**config.mk**
```make
export PLATFORM = sky130hd
export DESIGN_NAME = cla_pipe_adder
export DESIGN_NICKNAME = d
export VERILOG_FILES = /design/src/rtl/cla_pipe_adder.sv
export SDC_FILE = /design/constraint.sdc
export NUM_CORES = 1
export LEC_CHECK = 0
export ABC_AREA = 1
export ABC_CLOCK_PERIOD_IN_PS = 9670
export CORE_MARGIN = 2
export CORE_UTILIZATION = 30
export CTS_CLUSTER_DIAMETER = 30
export DETAILED_ROUTE_END_ITERATION = 10
export GPL_ROUTABILITY_DRIVEN = 0
export PLACE_DENSITY = 0.59
export SLEW_MARGIN = 20
export SYNTH_ARGS = -nofsm -noshare
export SYNTH_HDL_FRONTEND = slang
export SYNTH_SLANG_ARGS = --single-unit
```
**constraint.sdc**
```tcl
create_clock -name i_clk -period 9.67 [get_ports i_clk]
set_clock_uncertainty 0.1 [all_clocks]
set_input_delay 1.934 -clock i_clk [delete_from_list [all_inputs] [get_ports i_clk]]
set_output_delay 1.934 -clock i_clk [all_outputs]
set_load 0.05 [all_outputs]
```
**src/rtl/cla_pipe_adder.sv**
```systemverilog
// Pipelined carry-lookahead adder/subtractor. Each stage resolves one SEG-bit segment
// and hands its carry, the finished low sum bits and the untouched high operand bits onward.
module cla_pipe_adder #(
    parameter int WIDTH  = 44,
    parameter int STAGES = 4
) (
    input  logic             i_clk,
    input  logic             i_rst_n,
    input  logic             i_valid,
    output logic             o_ready,
    input  logic [WIDTH-1:0] i_add1,
    input  logic [WIDTH-1:0] i_add2,
    input  logic             i_sub,
    input  logic             i_cin,
    output logic             o_valid,
    input  logic             i_ready,
    output logic [WIDTH:0]   o_result,
    output logic             o_ovf
);
    localparam int SEG = WIDTH / STAGES;

    // Handshake: a beat is accepted when i_valid && o_ready, a result is consumed when
    // o_valid && i_ready. All stages move together on adv; empty slots advance like data.
    logic             adv;
    logic [WIDTH-1:0] b_cond;
    logic             c0;
    logic [WIDTH:0]   result_d;
    logic             ovf_d;
    logic             valid_d;
    logic [WIDTH:0]   result_q;
    logic             ovf_q;
    logic             valid_q;

    assign adv     = !valid_q || i_ready;
    assign o_ready = adv;
    assign b_cond  = i_sub ? ~i_add2 : i_add2;
    assign c0      = i_sub ? ~i_cin : i_cin;

    function automatic logic [SEG:0] cla_seg(input logic [SEG-1:0] a, input logic [SEG-1:0] b,
                                             input logic cin);
        logic [SEG:0]   c;
        logic [SEG-1:0] g;
        logic [SEG-1:0] p;
        logic [SEG-1:0] s;
        c[0] = cin;
        for (int i = 0; i < SEG; i++) begin
            g[i]     = a[i] & b[i];
            p[i]     = a[i] | b[i];
            c[i+1]   = g[i] | (p[i] & c[i]);
            s[i]     = a[i] ^ b[i] ^ c[i];
        end
        return {c[SEG], s};
    endfunction

    for (genvar k = 0; k < STAGES; k++) begin : g_stage
        localparam int LO = k * SEG;
        logic [WIDTH-LO-1:0] a_in;
        logic [WIDTH-LO-1:0] b_in;
        logic                cin_in;
        logic                vld_in;
        logic [SEG:0]        seg_res;
        logic [LO+SEG-1:0]   sum_acc;

        if (k == 0) begin : g_src
            assign a_in    = i_add1;
            assign b_in    = b_cond;
            assign cin_in  = c0;
            assign vld_in  = i_valid;
            assign sum_acc = seg_res[SEG-1:0];
        end else begin : g_src
            assign a_in    = g_stage[k-1].g_reg.a_q;
            assign b_in    = g_stage[k-1].g_reg.b_q;
            assign cin_in  = g_stage[k-1].g_reg.c_q;
            assign vld_in  = g_stage[k-1].g_reg.v_q;
            assign sum_acc = {seg_res[SEG-1:0], g_stage[k-1].g_reg.sum_q};
        end

        assign seg_res = cla_seg(a_in[SEG-1:0], b_in[SEG-1:0], cin_in);

        if (k < STAGES - 1) begin : g_reg
            localparam int HI = WIDTH - LO - SEG;
            logic [HI-1:0]     a_q;
            logic [HI-1:0]     b_q;
            logic [LO+SEG-1:0] sum_q;
            logic              c_q;
            logic              v_q;

            always_ff @(posedge i_clk or negedge i_rst_n) begin
                if (!i_rst_n) begin
                    a_q   <= '0;
                    b_q   <= '0;
                    sum_q <= '0;
                    c_q   <= 1'b0;
                    v_q   <= 1'b0;
                end else if (adv) begin
                    a_q   <= a_in[WIDTH-LO-1:SEG];
                    b_q   <= b_in[WIDTH-LO-1:SEG];
                    sum_q <= sum_acc;
                    c_q   <= seg_res[SEG];
                    v_q   <= vld_in;
                end
            end
        end else begin : g_out
            // Top segment holds the sign bits, so overflow is decided here.
            assign result_d = {seg_res[SEG], sum_acc};
            assign ovf_d    = (a_in[WIDTH-LO-1] == b_in[WIDTH-LO-1]) &&
                              (seg_res[SEG-1] != a_in[WIDTH-LO-1]);
            assign valid_d  = vld_in;
        end
    end

    always_ff @(posedge i_clk or negedge i_rst_n) begin
        if (!i_rst_n) begin
            result_q <= '0;
            ovf_q    <= 1'b0;
            valid_q  <= 1'b0;
        end else if (adv) begin
            result_q <= result_d;
            ovf_q    <= ovf_d;
            valid_q  <= valid_d;
        end
    end

    assign o_result = result_q;
    assign o_ovf    = ovf_q;
    assign o_valid  = valid_q;

endmodule

```
==> results.txt <==
----------------------------------------------------
[Layout]
  Final Net Count ... 1456
  Post-layout util ... 41.0%
  Area grow syn2layout ... 34.4%
  Share of final-layout standard cells stronger than drive strength 1 ... 9.46%
  Cell area after layout ... 14600 um^2
  Diodes inserted ... 0
  Filler-free cell count of the finished design ... 1824

[Critical path]
  Max Fanout on Critical Path ... 1
  Crit-path most repeated cell ... sky130_fd_sc_hd__fa_1
  Largest stage delay, worst path ... 0.51 ns
  Worst path top cell family by delay ... adder cells
  Critical Path Source ... i_cin
  Data arrival time of the worst path ... 6.86 ns
  Crit path capture type ... register
  Critical path startpoint category ... input pin
  Number of gates on the worst path with buffers counted ... 18
  Worst path bufs/invs ... 4
  Cell with the biggest individual delay on the critical path ... sky130_fd_sc_hd__fa_1
  Startpoint-to-endpoint class of the critical path ... in2reg
  Data required time at the worst endpoint ... 9.96 ns
  Origin of the critical flop-to-flop path ... g_stage[2].g_reg.a_q[0]
  Cell-by-cell trace of the critical path ... clkdlybuf4s50_1 > xnor2_1 > fa_1 > fa_1 > inv_1 > fa_1 > inv_1 > fa_1 > fa_1 > fa_1 > fa_1 > fa_1 > fa_1 > inv_1 > fa_1 > fa_1 > nand2_1 > o21ai_0
  Worst reg2reg path depth ... 15

[Placement]
  Inst Count DP ... 1721
  Post-placement worst setup slack ... 2.50 ns
  Placed cell area ... 12600 um^2
  Number of I/O port buffers ... 141
  Post-DP HPWL ... 15200 um

[STA]
  RSZ-0062 raised after global routing ... no
  Number of slew-limit violations in the final report ... 0
  Max_slew headroom ... 22.4%
  Portion of the clock cycle consumed by the worst path in the final layout ... 67.9%
  Transition at the pin with the smallest max-transition slack ... 1.16 ns
  Final Hold Violating Endpoints ... 0
  Total setup violations reported at the end of the flow ... 0
  Fmax ... 0.152 GHz
  Period minus WS final ... 6.57 ns
  Setup TNS ... 0 ns
  Setup slack after layout ... 3.10 ns

[Power]
  Leakage power figure ... 7.18 nW
  Sw Pwr ... 1.92 mW
  Share of total power in sequential cells ... 32.4%
  Proportion of power drawn by combinational gates ... 30.7%
  Switching part of the total power ... 35.0%
  Peak ir drop on the vdd network ... 157 uV
  Internal power ... 3.56 mW
  Clock Power Share ... 36.9%
  Power per unit of standard cell area ... 375 nW/um^2

[Synthesis]
  Synth cell types ... 18
  Mean post-synth cell area ... 9.26 um^2
  Net count after synthesis ... 1315
  Cell types occupying the most area after synthesis ... sky130_fd_sc_hd__dfrtp_1, sky130_fd_sc_hd__nand2_1, sky130_fd_sc_hd__fa_1
  Synth Area in Adders ... 8.21%
  Sequential area share after synthesis ... 57.7%
  Compound-cell area share of the yosys netlist ... 4.28%
  Summed instance area of the synthesized netlist ... 10900 um^2
  YS warnings ... 0
  Post-Synth XOR/XNOR Area ... 1.05%
  Area share of the largest cell type after synthesis ... 57.7%
  Cell count after synthesis ... 1176
  Combinational family with the most area after synthesis ... simple AND/OR/NAND/NOR gates
  Share of synthesized flip-flops with an asynchronous set or reset ... 100%
  Dominant register cell in the synthesized netlist ... sky130_fd_sc_hd__dfrtp_1
  Seq cells post-synth ... 251
  Leading cell type by number of instances after synthesis ... sky130_fd_sc_hd__nand2_1
  Number of synthesized flops with an enable pin ... 0
  Fraction of the mapped netlist area in simple logic gates ... 22.8%
  Post-synthesis cell type with the largest combined area ... sky130_fd_sc_hd__dfrtp_1
  Multiplexer share of the synthesized area ... 0%
  Most frequent cells after synthesis ... sky130_fd_sc_hd__nand2_1, sky130_fd_sc_hd__dfrtp_1, sky130_fd_sc_hd__o21ai_0, sky130_fd_sc_hd__inv_1, sky130_fd_sc_hd__fa_1

[Floorplan]
  Std-Cell Rows ... 69
  Die footprint ... 37800 um^2
  Height of the die ... 194 um
  Width of the die ... 194 um
  I/O pin count ... 142
  Core Box Area ... 35700 um^2
  Initial core utilization ... 30.5%

[Drt]
  Starting DRT DRC Count ... 414
  Final routed wire length divided by cell count ... 13.1 um
  First-pass detailed-route iteration total ... 4
  Number of vias per cell ... 4.19
  Final wirelength ... 23900 um
  Final ANT Viol Nets ... 0
  Total DRC errors in the routed layout ... 0
  Vias ... 7640

[Hold path]
  Number of stages on the worst hold path ... 2
  Min-Delay Startpoint ... g_stage[2].g_reg.v_q
  Min-Delay Path Class ... reg2reg

[Global route]
  Pin count of the biggest net entering global routing ... 253
  Vias in the first global route ... 7827
  Wire length of the first global-routing pass ... 40300 um
  Overflow left after global routing ... 0
  Initial antenna violation count ... 0
  Total routing usage reported by global routing ... 13.1%

[Clock network]
  Number of buffers added to fix hold violations after cts ... 0
  CTS clk-pin slew, worst paths ... 0.04 ns
  Bufs on Longest Clock Path ... 3
  Number of clock buffers inserted by TritonCTS ... 55
  Number of buffers added for setup after CTS ... 0
  CTS sink cnt ... 251
  CTS root buf ... sky130_fd_sc_hd__clkbuf_16
  H-tree depth ... 2
  CTS tree ... built
  Clock Latency Late Sink ... 0.55 ns
  Gates resized, CTS repair ... 0

[Run]
  Max-cap viol count ... 0

[Outcome]
  Status ... completed

----------------------------------------------------
[power by group through the flow]
stage / Clock, mW / Combinational [mW] / Sequential [mW]
CTS: 2.06 / 1.72 / 1.79
global route: 2.12 / 1.92 / 1.85
floorplan: 0 / 0.877 / 2.07
global placement: 0 / 1.69 / 1.78
detailed placement: 0 / 1.71 / 1.80
finish: 2.02 / 1.68 / 1.78
[registers in the layout, summed over array words and instances (netlist names)]
name,count
g_stage.g_reg.a_q,66
g_stage.g_reg.b_q,66
g_stage.g_reg.c_q,3
g_stage.g_reg.sum_q,66
g_stage.g_reg.v_q,3
o_ovf,1
o_result,45
o_valid,1
[final cells by class]
cell class              count  area, um^2
multi-input cells         785        3970
clock inverters            35         527
fillers                  3525       21000
flip-flops and latches    251        6280
well taps                 461         577
inverters                  78         293
repair buffers            146        1460
clock buffers              68        1520
[kinds of logic after synthesis]
group           count (synthesis)
simple gates                  634
buf+inv                       140
fa+ha+maj                      45
xor+xnor                       13
compound gates                 93
flops                         251
[final timing paths]
path                       slack, ns                    endpoint
max                             3.10  g_stage[0].g_reg.sum_q[10]
min                             0.35                     o_valid
max reg2reg                     4.41                       o_ovf
min reg2reg                     0.35                     o_valid
max in group asynchronous       6.65    g_stage[1].g_reg.b_q[14]
min in group asynchronous       1.35                     o_valid
[worst reg2reg max path: stages (launching register included)]
cell	delay, ns
sky130_fd_sc_hd__dfrtp_1	0.39
sky130_fd_sc_hd__fa_1	0.46
sky130_fd_sc_hd__fa_1	0.41
sky130_fd_sc_hd__fa_1	0.39
sky130_fd_sc_hd__fa_1	0.39
sky130_fd_sc_hd__fa_1	0.42
sky130_fd_sc_hd__fa_1	0.40
sky130_fd_sc_hd__fa_1	0.40
sky130_fd_sc_hd__fa_1	0.41
sky130_fd_sc_hd__fa_1	0.39
sky130_fd_sc_hd__inv_1	0.08
sky130_fd_sc_hd__fa_1	0.21
sky130_fd_sc_hd__fa_1	0.45
sky130_fd_sc_hd__xnor2_1	0.14
sky130_fd_sc_hd__nand2_1	0.05
sky130_fd_sc_hd__nand2_1	0.04
[routing by layer]
metal	share of wire (%)	global-route usage, %	vias to the layer above
li1	-	-	3888
met1	49	18.2	3564
met2	43	19.7	138
met3	5.4	3.37	50
met4	2.4	4.90	0
met5	0	0	-
[metrics by stage]
stage / hold slack (ns) / total power [mW]
floorplan: 0.320 / 2.95
global placement: 0.334 / 3.47
detailed placement: 0.334 / 3.51
CTS: 0.345 / 5.56
global route: 0.377 / 5.88
finish: 0.346 / 5.48
[layout by cell type, fill, tap and decap left out]
cell type and count:
sky130_fd_sc_hd__inv_6 2, sky130_fd_sc_hd__o21ai_1 2, sky130_fd_sc_hd__clkdlybuf4s50_1 139, sky130_fd_sc_hd__clkbuf_1 5, sky130_fd_sc_hd__xor2_1 3, sky130_fd_sc_hd__o21ai_0 91, sky130_fd_sc_hd__buf_8 1, sky130_fd_sc_hd__nand3_1 33
sky130_fd_sc_hd__ha_1 1, sky130_fd_sc_hd__clkinvlp_4 7, sky130_fd_sc_hd__clkinv_2 9, sky130_fd_sc_hd__bufinv_16 12, sky130_fd_sc_hd__clkinv_8 1, sky130_fd_sc_hd__clkinv_4 4, sky130_fd_sc_hd__xnor2_1 10, sky130_fd_sc_hd__clkbuf_8 7
sky130_fd_sc_hd__inv_2 1, sky130_fd_sc_hd__dfrtp_1 251, sky130_fd_sc_hd__nor2_4 1, sky130_fd_sc_hd__buf_4 4, sky130_fd_sc_hd__or2_2 21, sky130_fd_sc_hd__nand2_1 577, sky130_fd_sc_hd__fa_1 44, sky130_fd_sc_hd__nor2_1 1
sky130_fd_sc_hd__buf_12 1, sky130_fd_sc_hd__nand2_8 1, sky130_fd_sc_hd__buf_2 1, sky130_fd_sc_hd__clkbuf_16 56, sky130_fd_sc_hd__inv_1 77
Power figures use the tool's default switching activity.
